$ cat config.mk
export PLATFORM = sky130hd
export DESIGN_NAME = mem_wb_stage
export DESIGN_NICKNAME = d
export VERILOG_FILES = /design/src/rtl/pipeline_pkg.sv /design/src/rtl/load_extend.sv /design/src/rtl/mem_wb_stage.sv
export SDC_FILE = /design/constraint.sdc
export NUM_CORES = 1
export LEC_CHECK = 0
export BUFFER_PORTS_ARGS = -buffer_cell sky130_fd_sc_hd__buf_4
export CORE_ASPECT_RATIO = 1.2
export CORE_MARGIN = 4
export CORE_UTILIZATION = 52
export DETAILED_ROUTE_END_ITERATION = 10
export PLACE_DENSITY = 0.79
export SLEW_MARGIN = 5
export SYNTH_ARGS = -nofsm -noshare
export SYNTH_HDL_FRONTEND = slang
export SYNTH_SLANG_ARGS = --single-unit
$ cat constraint.sdc
create_clock -name clk -period 2.7 [get_ports clk]
set_input_delay 0.405 -clock clk [delete_from_list [all_inputs] [get_ports clk]]
set_output_delay 0.405 -clock clk [all_outputs]
set_load 0.02 [all_outputs]
$ cat src/rtl/pipeline_pkg.sv
// Shared pipeline definitions: writeback control bit positions, load-kind encodings
// and default datapath widths used by the MEM/WB stage.
package pipeline_pkg;

  localparam int DATA_W_DEF = 32;
  localparam int REG_AW_DEF = 5;

  localparam int REGWRITE = 0;
  localparam int MEMTOREG = 1;

  typedef enum logic [2:0] {
    LD_W  = 3'b000,
    LD_B  = 3'b001,
    LD_BU = 3'b010,
    LD_H  = 3'b011,
    LD_HU = 3'b100
  } ld_type_e;

endpackage

$ cat src/rtl/load_extend.sv
// Little-endian byte/halfword select with sign or zero extension; purely combinational.
// Undefined load kinds fall through to the full word, same as LW.
module load_extend
  import pipeline_pkg::*;
#(
  parameter int DATA_W = DATA_W_DEF
) (
  input  logic [DATA_W-1:0] rdata,
  input  logic [1:0]        offset,
  input  logic [2:0]        ld_type,
  output logic [DATA_W-1:0] data
);

  logic [7:0]  byte_sel;
  logic [15:0] half_sel;

  assign byte_sel = rdata[{offset, 3'b000} +: 8];
  assign half_sel = rdata[{offset[1], 4'b0000} +: 16];

  always_comb begin
    data = rdata;
    case (ld_type_e'(ld_type))
      LD_B:    data = {{(DATA_W-8){byte_sel[7]}}, byte_sel};
      LD_BU:   data = {{(DATA_W-8){1'b0}}, byte_sel};
      LD_H:    data = {{(DATA_W-16){half_sel[15]}}, half_sel};
      LD_HU:   data = {{(DATA_W-16){1'b0}}, half_sel};
      default: data = rdata;
    endcase
  end

endmodule

$ cat src/rtl/mem_wb_stage.sv
// MEM/WB pipeline register with writeback mux and retire counter; one cycle MEM->WB.
// stall holds the register, flush loads a bubble and wins over stall.
module mem_wb_stage
  import pipeline_pkg::*;
#(
  parameter int DATA_W = DATA_W_DEF,
  parameter int REG_AW = REG_AW_DEF,
  parameter int CNT_W  = 32
) (
  input  logic              clk,
  input  logic              rst_n,
  input  logic              stall,
  input  logic              flush,
  input  logic              mem_valid,
  input  logic [1:0]        mem_wb,
  input  logic [DATA_W-1:0] mem_alu_result,
  input  logic [DATA_W-1:0] mem_rdata,
  input  logic [REG_AW-1:0] mem_rd,
  input  logic [2:0]        mem_ld_type,
  output logic              wb_valid,
  output logic              wb_reg_write,
  output logic [REG_AW-1:0] wb_rd,
  output logic [DATA_W-1:0] wb_wdata,
  output logic              wb_misalign,
  output logic [CNT_W-1:0]  retired_count
);

  logic              valid_q, valid_d;
  logic [1:0]        wbc_q, wbc_d;
  logic [DATA_W-1:0] alu_q, alu_d;
  logic [DATA_W-1:0] rdata_q, rdata_d;
  logic [REG_AW-1:0] rd_q, rd_d;
  logic [2:0]        ld_q, ld_d;
  logic [CNT_W-1:0]  cnt_q, cnt_d;
  logic [DATA_W-1:0] ld_data;
  logic              is_half;

  always_comb begin
    valid_d = valid_q;
    wbc_d   = wbc_q;
    alu_d   = alu_q;
    rdata_d = rdata_q;
    rd_d    = rd_q;
    ld_d    = ld_q;
    // Only the control bits matter for a bubble; data fields are left as they were.
    if (flush) begin
      valid_d = 1'b0;
      wbc_d   = 2'b00;
    end else if (!stall) begin
      valid_d = mem_valid;
      wbc_d   = mem_wb;
      alu_d   = mem_alu_result;
      rdata_d = mem_rdata;
      rd_d    = mem_rd;
      ld_d    = mem_ld_type;
    end
  end

  // An entry retires when it leaves the register; a stalled entry has not left yet.
  assign cnt_d = cnt_q + {{(CNT_W-1){1'b0}}, (valid_q & ~stall)};

  always_ff @(posedge clk or negedge rst_n) begin
    if (!rst_n) begin
      valid_q <= 1'b0;
      wbc_q   <= 2'b00;
      alu_q   <= '0;
      rdata_q <= '0;
      rd_q    <= '0;
      ld_q    <= 3'b000;
      cnt_q   <= '0;
    end else begin
      valid_q <= valid_d;
      wbc_q   <= wbc_d;
      alu_q   <= alu_d;
      rdata_q <= rdata_d;
      rd_q    <= rd_d;
      ld_q    <= ld_d;
      cnt_q   <= cnt_d;
    end
  end

  load_extend #(.DATA_W(DATA_W)) u_load_extend (
    .rdata   (rdata_q),
    .offset  (alu_q[1:0]),
    .ld_type (ld_q),
    .data    (ld_data)
  );

  assign is_half       = (ld_q == LD_H) || (ld_q == LD_HU);
  assign wb_misalign   = valid_q & wbc_q[MEMTOREG] & is_half & alu_q[0];
  assign wb_valid      = valid_q;
  assign wb_rd         = rd_q;
  assign wb_reg_write  = valid_q & wbc_q[REGWRITE] & (rd_q != '0) & ~wb_misalign;
  assign wb_wdata      = wbc_q[MEMTOREG] ? ld_data : alu_q;
  assign retired_count = cnt_q;

endmodule

==> results_dict.tcl <==
set metrics [dict create \
    dieArea_sq_mm 0.0115 \
    rr_worst_depth 8 \
    cts_max_level 3 \
    dpl_cell_area_sq_mm 0.00640 \
    pre_cts_slack_ns 0.191 \
    fp.dieW_microns 98.6 \
    synthesis.area_sq_mm 0.00513 \
    yosysTopAreaCell "dfrtp_1" \
    end_kind "output pin" \
    syn_inst 428 \
    hp-start "flush" \
    core_sq_mm 0.00956 \
    vias 4029 \
    rr_endpoint "retired_count[28]" \
    row_count 39 \
    post-route-period-util 0.977 \
    viasPerCell 5.70 \
    startpoint_type "flip-flop" \
    arrival_ns 2.23 \
    final_common_cell "buf_4" \
    setup_ws_ns 0.0630 \
    grt_max_degree 55 \
    die_y_microns 117 \
    wire_per_inst_microns 19.1 \
    ir_drop_v 0.000407 \
    drive_above_1_share 0.454 \
    tritoncts "built" \
    cts_num_sinks 107 \
    drv_cap 0 \
    grt_pass1_wl_microns 21700 \
    fin_util 0.708 \
    synth.area.top_cells "dfrtp_1 52%, mux2_2 16%, xnor2_1 3.8%" \
    relSlewSlack 0.580 \
    dp_hpwl_microns 9940 \
    final_cells 707 \
    routed_wl_microns 13500 \
    status "completed" \
    place_inst 687 \
    rsz0062_at_grt "yes" \
    syn-num-nets 510 \
    synth_edf_count 0 \
    cts_buffers 9 \
    crit_path_top_delay_cell "mux4_2" \
    finalSetupViolations 0 \
    grt_usage 0.240 \
    mostFrequentLayoutCells "164 x buf_4, 105 x dfrtp_1, 74 x mux2_2" \
    fmax_mhz 379 \
    async_flop_share 1.00 \
    final_antenna_net_count 0 \
    area.growth.synth_to_final_pct 32.1 \
    ys_seq_elements 107 \
    slowest_delay_ns 0.52 \
    synth_top_area_share 0.522 \
    tns_ns 0 \
    stdcell_area_sq_mm 0.00678 \
    min_path_type "input port to flip-flop" \
    diodes 0 \
    grt_pass1_vias 4244 \
    ys_types 37 \
    fin_nets 661 \
    first_pass_iters 4 \
    min_to "wbc_q[0]" \
    insertion_delay_ns 0.34 \
    synthFlopType "dfrtp_1" \
    initial_utilization 0.536 \
    ios 151 \
    drt_iter0_markers 234 \
    crit_start "alu_q[1]" \
    cp_num_buf_inv 1 \
    port_buffers 150 \
    hold_violations 0 \
    power.density_mw_per_mm2 662 \
    skew_ns 0.00568 \
    n_fill_cell 716 \
    worstPathCellList "mux4_2 -> mux2_2 -> and3_4 -> a211o_1 -> buf_4" \
    final.min_clock_period_ns 2.64 \
    drc_errors 0 \
    total_leakage_power_uw 0.00325 \
    root_buffer "clkbuf_16" \
    r2r_start "wb_valid" \
    setup.worst_path.class "flip-flop to output pin" \
    cp_max_fo 16 \
    ys_seq_area_frac 0.522 \
    antenna_found_initial 0 \
    globalRouteOverflowTotal 0 \
    r2r_slack_ns 0.31 \
    path_clk_slew_ns 0.07 \
    crit_family "multiplexers" \
    required_ns 2.30 \
    max_slew.worst_pin.slew_ns 0.630 \
    yosysWarningCount 0 \
    synth_area_per_cell_sq_um 12.0 \
    drv_slew 0 \
    min_delay_path_depth 2 \
    clk_path_buf_depth 2 \
    place.gp.congestion 0.908 \
]
[registers in the layout (all words and copies together), names as in the netlist]
signal and count:
alu_q 32, ld_q 3, wb_valid 1, rdata_q 32, retired_count 32, wb_rd 5, wbc_q 2
[Yosys cell counts (all sizes together) (3+ instances only)]
library cell and count:
a211o 15, a21oi 12, a22oi 12, a31oi 5
and3 19, and4 7, buf 7, clkbuf 20
dfrtp 107, ha 3, inv 4, mux2 74
mux2i 9, mux4 4, nand2 18, nand3 16
nand4 6, nor2 28, nor2b 3, nor3 6
o211ai 3, o21ai 4, xnor2 22, xor2 9
[worst reg2reg max path, delay by kind of cell (launching register included)]
kind	cells	cell delay (ns)
adder cells (fa/ha/maj)	2	0.53
flip-flops	1	0.44
XOR/XNOR	1	0.14
AND/OR/NAND/NOR	5	1.17
[worst max path at each step]
stage	slack, ns	end	cells after the start
after detailed placement	0.19	wb_wdata[23]	6
after global routing	-0.002	wb_wdata[31]	5
after global placement	0.29	wb_wdata[31]	6
after CTS	0.01	wb_wdata[23]	5
final	0.06	wb_wdata[25]	5
after floorplan	0.35	wb_wdata[21]	7
[report_power, final]
part           switching, uW  leakage [uW]  internal, uW
clock                    560      0.000150           810
sequential               177       0.00132          1790
combinational            562       0.00178           582
[routing by layer]
metal  share of wire  GRT usage  routed length (microns)
met1            0.39      0.292                     5230
met2            0.51      0.418                     6910
met3           0.070     0.0498                      943
met4           0.032      0.100                      435
met5               0          0                        0
[stage by stage]
step           hold WS (ns)  power, uW
6_report              0.264       4480
5_1_grt               0.262       4690
4_1_cts               0.256       4490
3_5_place_dp          0.297       3110
3_3_place_gp          0.292       3070
2_1_floorplan         0.109       2610
[layout make-up]
type,instances,area (sq um),share of cell area
Sequential cell,107,2680,0.396
Clock buffer,11,233,0.0343
Tap cell,123,154,0.0227
Timing Repair Buffer,167,1270,0.188
Inverter,5,18.8,0.00277
Multi-Input combinational cell,289,2340,0.345
Clock inverter,5,77.6,0.0114
[repair_timing]
item                                   CTS  global route
setup endpoints to repair               17            27
setup buffers                            0             3
endpoints found under the hold margin   16             0
hold buffers                             1             0
gates resized for setup                  4             5
pin swaps                                0             2
[kinds of logic after synthesis]
kind of cell,after synthesis,synth area share
simple gates,108,0.108
fa+ha+maj,4,0.00927
flops,107,0.522
buf+inv,32,0.0278
xor+xnor,31,0.0530
compound gates,59,0.0825
mux,87,0.198
No activity file was read; power rests on OpenSTA's default activity.
